### src/rtl/pe3_pair_feeder_pkg.sv
// Shared NTT constants and the coefficient type used by the pairing stage and its interface.
package pe3_pair_feeder_pkg;

  localparam int unsigned Q          = 3329;
  localparam int unsigned DATA_WIDTH = 12;
  localparam int unsigned PE3_LAT    = 6;
  localparam int unsigned STRIDE     = 8;

  typedef logic [DATA_WIDTH-1:0] coeff_t;

endpackage

### src/rtl/pe3_pair_feeder_if.sv
// Coefficient stream in, butterfly operand pairs and qualifiers out.
interface pe3_pair_feeder_if
  import pe3_pair_feeder_pkg::*;
#(
  parameter int unsigned DataWidth = DATA_WIDTH
) ();

  logic                 in_valid;
  logic [DataWidth-1:0] in_data;
  logic [DataWidth-1:0] u;
  logic [DataWidth-1:0] v;
  logic                 pair_valid;
  logic                 res_valid;
  logic                 blk_done;
  logic                 range_err;

  modport master (
    output in_valid, in_data,
    input  u, v, pair_valid, res_valid, blk_done, range_err
  );

  modport slave (
    input  in_valid, in_data,
    output u, v, pair_valid, res_valid, blk_done, range_err
  );

endinterface

### src/rtl/valid_delay.sv
// Fixed-depth 1-bit delay line with async active-low reset and synchronous clear.
module valid_delay #(
  parameter int unsigned Depth = 6
) (
  input  logic clk_i,
  input  logic rst_ni,
  input  logic clr_i,
  input  logic d_i,
  output logic q_o
);

  logic [Depth-1:0] sr_q, sr_d;

  // Shift-and-or form stays legal for Depth == 1.
  always_comb begin
    sr_d = (sr_q << 1) | Depth'(d_i);
    if (clr_i) begin
      sr_d = '0;
    end
  end

  always_ff @(posedge clk_i or negedge rst_ni) begin
    if (!rst_ni) begin
      sr_q <= '0;
    end else begin
      sr_q <= sr_d;
    end
  end

  assign q_o = sr_q[Depth-1];

endmodule

### src/rtl/pe3_pair_feeder.sv
// Buffers the first half of each 2*Stride block and pairs it with the second half for the
// butterfly, with latency-matched result/block qualifiers.
module pe3_pair_feeder
  import pe3_pair_feeder_pkg::*;
#(
  parameter int unsigned DataWidth = DATA_WIDTH,
  parameter int unsigned Stride    = STRIDE,
  parameter int unsigned PeLat     = PE3_LAT,
  parameter int unsigned Modulus   = Q
) (
  input  logic             clk_i,
  input  logic             rst_ni,
  input  logic             clr_i,
  pe3_pair_feeder_if.slave bus
);

  localparam int unsigned IdxW  = $clog2(2 * Stride);
  localparam int unsigned SlotW = IdxW - 1;

  logic [IdxW-1:0]      idx_q, idx_d;
  logic [DataWidth-1:0] buf_q [Stride];
  logic [DataWidth-1:0] u_q, u_d, v_q, v_d, rd_word;
  logic                 pair_valid_q, pair_valid_d;
  logic                 range_err_q, range_err_d;
  logic                 accept, pair_phase, last_pair;
  logic [SlotW-1:0]     slot;

  always_comb begin
    accept       = bus.in_valid & ~clr_i;
    pair_phase   = idx_q[IdxW-1];
    slot         = idx_q[SlotW-1:0];
    rd_word      = buf_q[slot];
    last_pair    = accept & (idx_q == {IdxW{1'b1}});

    idx_d        = idx_q;
    u_d          = u_q;
    v_d          = v_q;
    pair_valid_d = accept & pair_phase;
    range_err_d  = range_err_q;

    if (clr_i) begin
      idx_d       = '0;
      range_err_d = 1'b0;
    end else if (accept) begin
      idx_d = idx_q + 1'b1;
      if (bus.in_data >= DataWidth'(Modulus)) begin
        range_err_d = 1'b1;
      end
    end

    if (pair_valid_d) begin
      u_d = rd_word;
      v_d = bus.in_data;
    end
  end

  always_ff @(posedge clk_i or negedge rst_ni) begin
    if (!rst_ni) begin
      idx_q        <= '0;
      u_q          <= '0;
      v_q          <= '0;
      pair_valid_q <= 1'b0;
      range_err_q  <= 1'b0;
    end else begin
      idx_q        <= idx_d;
      u_q          <= u_d;
      v_q          <= v_d;
      pair_valid_q <= pair_valid_d;
      range_err_q  <= range_err_d;
    end
  end

  // Slot k is read in PAIR before the next block's FILL rewrites it, so one half-block suffices.
  always_ff @(posedge clk_i) begin
    if (accept && !pair_phase) begin
      buf_q[slot] <= bus.in_data;
    end
  end

  valid_delay #(
    .Depth (PeLat)
  ) u_res_dly (
    .clk_i  (clk_i),
    .rst_ni (rst_ni),
    .clr_i  (clr_i),
    .d_i    (pair_valid_q),
    .q_o    (bus.res_valid)
  );

  // Fed before the pair register, hence one stage deeper.
  valid_delay #(
    .Depth (PeLat + 1)
  ) u_blk_dly (
    .clk_i  (clk_i),
    .rst_ni (rst_ni),
    .clr_i  (clr_i),
    .d_i    (last_pair),
    .q_o    (bus.blk_done)
  );

  assign bus.u          = u_q;
  assign bus.v          = v_q;
  assign bus.pair_valid = pair_valid_q;
  assign bus.range_err  = range_err_q;

endmodule

### src/flat_wrapper.sv
// flat-port wrapper written by rule: the top's interface ports become plain ports
module pe3_pair_feeder_flat import pe3_pair_feeder_pkg::*;
#(
  parameter int unsigned DataWidth = DATA_WIDTH,
  parameter int unsigned Stride    = STRIDE,
  parameter int unsigned PeLat     = PE3_LAT,
  parameter int unsigned Modulus   = Q
)
  (clk_i, rst_ni, clr_i, bus_in_valid, bus_in_data, bus_u, bus_v, bus_pair_valid, bus_res_valid, bus_blk_done, bus_range_err);
  pe3_pair_feeder_if #(.DataWidth(DataWidth)) bus_i ();
  input  logic clk_i;
  input  logic rst_ni;
  input  logic clr_i;
  input wire logic [$bits(bus_i.in_valid)-1:0] bus_in_valid;
  input wire logic [$bits(bus_i.in_data)-1:0] bus_in_data;
  output wire logic [$bits(bus_i.u)-1:0] bus_u;
  output wire logic [$bits(bus_i.v)-1:0] bus_v;
  output wire logic [$bits(bus_i.pair_valid)-1:0] bus_pair_valid;
  output wire logic [$bits(bus_i.res_valid)-1:0] bus_res_valid;
  output wire logic [$bits(bus_i.blk_done)-1:0] bus_blk_done;
  output wire logic [$bits(bus_i.range_err)-1:0] bus_range_err;
  assign bus_i.in_valid = bus_in_valid;
  assign bus_i.in_data = bus_in_data;
  assign bus_u = bus_i.u;
  assign bus_v = bus_i.v;
  assign bus_pair_valid = bus_i.pair_valid;
  assign bus_res_valid = bus_i.res_valid;
  assign bus_blk_done = bus_i.blk_done;
  assign bus_range_err = bus_i.range_err;
  pe3_pair_feeder #(.DataWidth(DataWidth), .Stride(Stride), .PeLat(PeLat), .Modulus(Modulus)) u_core (.clk_i(clk_i), .rst_ni(rst_ni), .clr_i(clr_i), .bus(bus_i));
endmodule
### config.mk
export PLATFORM = sky130hd
export DESIGN_NAME = pe3_pair_feeder_flat
export DESIGN_NICKNAME = d
export VERILOG_FILES = /design/src/rtl/pe3_pair_feeder_pkg.sv /design/src/rtl/pe3_pair_feeder_if.sv /design/src/rtl/valid_delay.sv /design/src/rtl/pe3_pair_feeder.sv /design/src/flat_wrapper.sv
export SDC_FILE = /design/constraint.sdc
export NUM_CORES = 1
export LEC_CHECK = 0
export CORE_MARGIN = 2
export CORE_UTILIZATION = 30
export DETAILED_ROUTE_END_ITERATION = 16
export DONT_BUFFER_PORTS = 1
export PLACE_DENSITY = 0.52
export SYNTH_ARGS = -nofsm -noshare
export SYNTH_HDL_FRONTEND = slang
export SYNTH_SLANG_ARGS = --single-unit
export TNS_END_PERCENT = 50
### constraint.sdc
create_clock -name clk_i -period 2 [get_ports clk_i]
set_input_delay 0.4 -clock clk_i [delete_from_list [all_inputs] [get_ports clk_i]]
set_output_delay 0.4 -clock clk_i [all_outputs]
set_load 0.02 [all_outputs]
After elaboration in Yosys (flattened, before gate mapping)
Memories as Yosys holds them, arrays and structs flattened. A register that Yosys moved wholly into a read port is not among the register bits. Index checks and enable logic that the tools add are counted.

Bits in registers: 31. Input bits: 16. Memory bits (writable): 96. Logic and storage cells: 31. Output and inout port bits: 28. Memories: 1.

Add/subtract/negate cells: 1. Order comparisons: 1. Equality and inequality tests: 1. Muxes and demuxes: 9. Reduce and logical (&&, ||, !) cells: 6. Bitwise gates (word level): 6.

Memories: u_core.buf_q (depth 8, width 12, rd ports 1, clocked after Yosys merged registers in 1, write ports 1, line pe3_pair_feeder.sv:21) `logic [DataWidth-1:0] buf_q [Stride];`.

Operator list (number): >= comparator 12 bit, second input constant (1); two-way mux 4 bit (2); two-way mux 7 bit (1); OR 7 x 1 -> 7 bit (1); two-way mux 6 bit (1); OR 6 x 1 -> 6 bit (1); two-way mux 1 bit (5); adder 4 x 1 -> 4 bit, second input constant (1); == test 4 bit, second input constant (1); nonzero test 2 bit (2); AND 1 bit (3); logical NOT 1 bit (2); AND reduction 2 bit (1); logical AND 1 bit (1); inverter 1 bit (1).

Longest topological paths before layout
Word-level depth: 5. Mapped depth: 6. Mapped depth without buffers: 4.

Modules after synthesis
Synthesis repeated with hierarchy kept, for this count alone.

Cells, all modules: 324. Area total of the unflattened synthesis: 5286.3 um2.

By module, submodules not included: pe3_pair_feeder (sequential area each 3633.5 um2, cells an instance 298, instances 1, area each 4879.7 um2); valid_delay (u_core.u_blk_dly) (sequential area each 175.2 um2, cells an instance 14, instances 1, area each 219.0 um2); valid_delay (u_core.u_res_dly) (sequential area each 150.1 um2, cells an instance 12, instances 1, area each 187.7 um2).

Worst setup path before layout
Ideal clock, no wire load.

Kind: register -> register. Start: register u_core.idx_q[0]. End: memory u_core.buf_q[0][0] (netlist bit), enable pin. Data required time: 1.620 ns. Path slack: -0.059 ns. Arrival: 1.679 ns. Library setup time: 0.380 ns. Stages on the path, launching flop included: 5. Clock period less this slack: 2.059 ns. Cells stage by stage: dfrtp_1 buf_4 buf_2 or3_1 nor2_1.

RTL lines: start, declared (line pe3_pair_feeder.sv:20) `logic [IdxW-1:0] idx_q, idx_d;`; start signal, assigned (line pe3_pair_feeder.sv:65) `idx_q <= idx_d;`; end, declared (line pe3_pair_feeder.sv:21).

No word-level cell before the write port.

Final worst setup path
Start: register u_core.idx_q[1]. End: memory u_core.buf_q[4][1] (netlist bit), enable pin.

No word-level cell before the write port.

==> flow_summary_export.csv <==
group,metric,value,unit
floorplanning,die_area,0.0187,mm²
finish,area_growth,17.7,%
drt,drt-total-wl,10700,µm
sta,max_slew.worst_pin.slew,0.730,ns
clock_network,numCtsBuffers,17,
place,io_buffers,0,
global_route,antenna_found_initial,0,
place,place_congestion,0.742,
finish,final_cell_mix,"edfxtp_1 (96), mux2i_1 (49), dfrtp_1 (42)",
power,power,0.00652,W
drt,dr.pass1.iters,4,
power,internal_power,0.00518,W
sta,finalSetupViolCount,0,
sta,final.setup_skew,0.00788,ns
synth,yosys_register_bits,139,
worst_setup_path,crit_chain,"nand2b_1, nor2_1, buf_4",
floorplanning,row_count,48,
clock_network,cts_root_buffer,"clkbuf_16",
worst_setup_path,cp_max_fo,14,
power,switching_share,20.5,%
status,outcome,"completed",
synth,ys_types,30,
synth,synthArstFlopShare,30.9,%
sta,slew_violations,0,
finish,final_common_cell,"edfxtp_1",
global_route,first_global_vias,2868,
synth,synthDominantCellAreaShare,54.5,%
global_route,grt.total_usage,12.7,%
finish,diodes,0,
floorplanning,start_util,30.7,%
clock_network,post_cts_buffers,0,
drt,wire_per_inst,18.3,µm
finish,layout-drive-gt1-share,17.0,%
run,cap_viol_max_count,0,
drt,vias_per_cell,4.60,
global_route,overflow,0,
drt,drt_iter0_markers,163,
worst_setup_path,path_buf_inv,1,
clock_network,hold_buffers,2,
synth,synth_ff_type,"edfxtp_1",
global_route,grt_pass1_wl,16800,µm
place,dpl.hpwl,7080,µm
min_path,hp-class,"input port to flip-flop",
power,p_sw,0.00134,W
floorplanning,ios,44,
synth,synth_area_per_cell,16.3,µm²
floorplanning,fp.dieW,137,µm
drt,num_vias,2689,
power,ir_drop,0.819,mV
sta,max_freq,568,MHz
synth,synth_top_cell_by_area,"edfxtp_1",
finish,nNetsFinal,363,
drt,ant_nets,0,
finish,utilization,36.1,%
global_route,grt_max_degree,44,
sta,maxSlewHeadroom,51.3,%
worst_setup_path,cp_top_family,"simple AND/OR/NAND/NOR gates",
finish,fillCellCount,1606,
worst_setup_path,cp.arrival,1.89,ns
power,p_leak,2.33,nW
floorplanning,fp.dieH,137,µm
power,p_seq_share,48.3,%
sta,hold_violations,0,
sta,min_period,1.76,ns
clock_network,cts_tree,"yes",
synth,synthCells,324,
clock_network,cts_buffer_depth,2,
worst_setup_path,crit_type,"flip-flop to flip-flop",
synth,synthTopCellsByArea,"edfxtp_1 (55%), dfrtp_1 (20%), mux2i_1 (9.3%)",
sta,rsz0062_at_grt,"no",
drt,drc_errors,0,
synth,seq_area_frac_synth,74.9,%
sta,period_share,88.1,%
synth,syn_area,0.00529,mm²
clock_network,clkTransAtPathRegs,0.06,ns
power,combPwrFrac,4.4,%
synth,synth_edf_count,96,
clock_network,cts_resized,0,
worst_setup_path,cp-start-kind,"flip-flop",
clock_network,cts_max_level,4,
worst_setup_path,critical-path-max-stage-delay,0.51,ns
synth,synth_warnings,0,
power,pwr-share-clk,47.3,%
clock_network,clock_sinks,139,
worst_setup_path,end_kind,"flip-flop",
worst_setup_path,slowest_stage,"nand2b_1",
power,powerDensity,1050,mW/mm²
worst_setup_path,required,2.13,ns
synth,syn-num-nets,341,
clock_network,clock_latency,0.42,ns
floorplanning,core-area,0.0172,mm²
==> final timing paths <==
path                            slack (ns)  cells past startpoint                        to                      from
min in group asynchronous             0.49                      2           u_core.bus.v[1]                    rst_ni
worst min register to register        0.46                      1  u_core.u_res_dly.sr_q[5]  u_core.u_res_dly.sr_q[4]
worst max register to register        0.24                      3        u_core.buf_q[4][1]           u_core.idx_q[1]
worst min-delay path                  0.04                      1  u_core.u_res_dly.sr_q[1]                     clr_i
worst max-delay path                  0.24                      3        u_core.buf_q[4][1]           u_core.idx_q[1]
max in group asynchronous             1.29                      2           u_core.idx_q[0]                    rst_ni
==> power by group through the flow <==
stage | Combinational [W] | Sequential, W | Clock, W
after floorplan | 0.000221 | 0.00319 | 0
after global placement | 0.000261 | 0.00320 | 0
after detailed placement | 0.000262 | 0.00321 | 0
after CTS | 0.000291 | 0.00315 | 0.00315
after global routing | 0.000314 | 0.00315 | 0.00329
final | 0.000285 | 0.00315 | 0.00309
==> final cells by class <==
cell class	instances	area [µm²]	share of cell area [%]
timing repair buffer	18	170	2.73
inverter	2	7.51	0.121
sequential	139	3960	63.6
tap	225	282	4.52
clock inverter	14	154	2.47
clock buffer	18	429	6.89
multi-input combinational	168	1220	19.7
==> worst register-to-register path, delay by kind of cell (launching register included) <==
family                 cells  cell delay (ns)
flip-flops                 1             0.44
AND/OR/NAND/NOR            2             0.81
buffers and inverters      1             0.21
==> metrics by stage <==
stage / cell area (µm²) / worst slack, ns / hold slack, ns / setup TNS, ns / std cells
3_5_place_dp: 5610 / 0.286 / 0.106 / 0 / 550
2_1_floorplan: 5290 / -0.0592 / 0.104 / -2.84 / 324
5_1_grt: 6230 / 0.176 / 0.0150 / 0 / 584
6_report: 6230 / 0.238 / 0.0383 / 0 / 584
3_3_place_gp: 5610 / 0.283 / 0.106 / 0 / 550
4_1_cts: 6230 / 0.258 / 0.0210 / 0 / 584
==> sequential cells by signal, indices dropped and copies added, names as in the netlist <==
name / count
u_core.buf_q: 96
u_core.bus.u: 12
u_core.bus.v: 12
u_core.u_blk_dly.sr_q: 7
u_core.u_res_dly.sr_q: 6
u_core.idx_q: 4
u_core.bus.pair_valid: 1
u_core.bus.range_err: 1
==> cell usage after synthesis, drive strengths merged, types with 2 or more instances <==
master   n
buf     14
dfrtp   43
edfxtp  96
inv      2
mux2    12
mux2i   49
nand2   17
nand2b   3
nor2    25
nor2b   13
nor4     2
o21ai   12
o22ai   25
xor2     2
==> kinds of logic after synthesis <==
group           after synthesis  share of synthesized area (%)
flops                       139                           74.9
compound gates               38                           4.26
fa+ha+maj                     1                          0.237
buf+inv                      17                           2.01
simple gates                 65                           5.96
mux                          61                           12.2
xor+xnor                      3                          0.497
==> metal layers <==
metal / share of wire [%] / routed length, µm / track usage, % / vias up
li1: - / - / - / 1256
met1: 43 / 4580 / 14.8 / 1363
met2: 50 / 5320 / 20.5 / 59
met3: 5.8 / 624 / 5.11 / 11
met4: 1.6 / 168 / 5.56 / 0
met5: 0 / 0 / 0 / -
No activity file was read; power rests on OpenSTA's default activity.
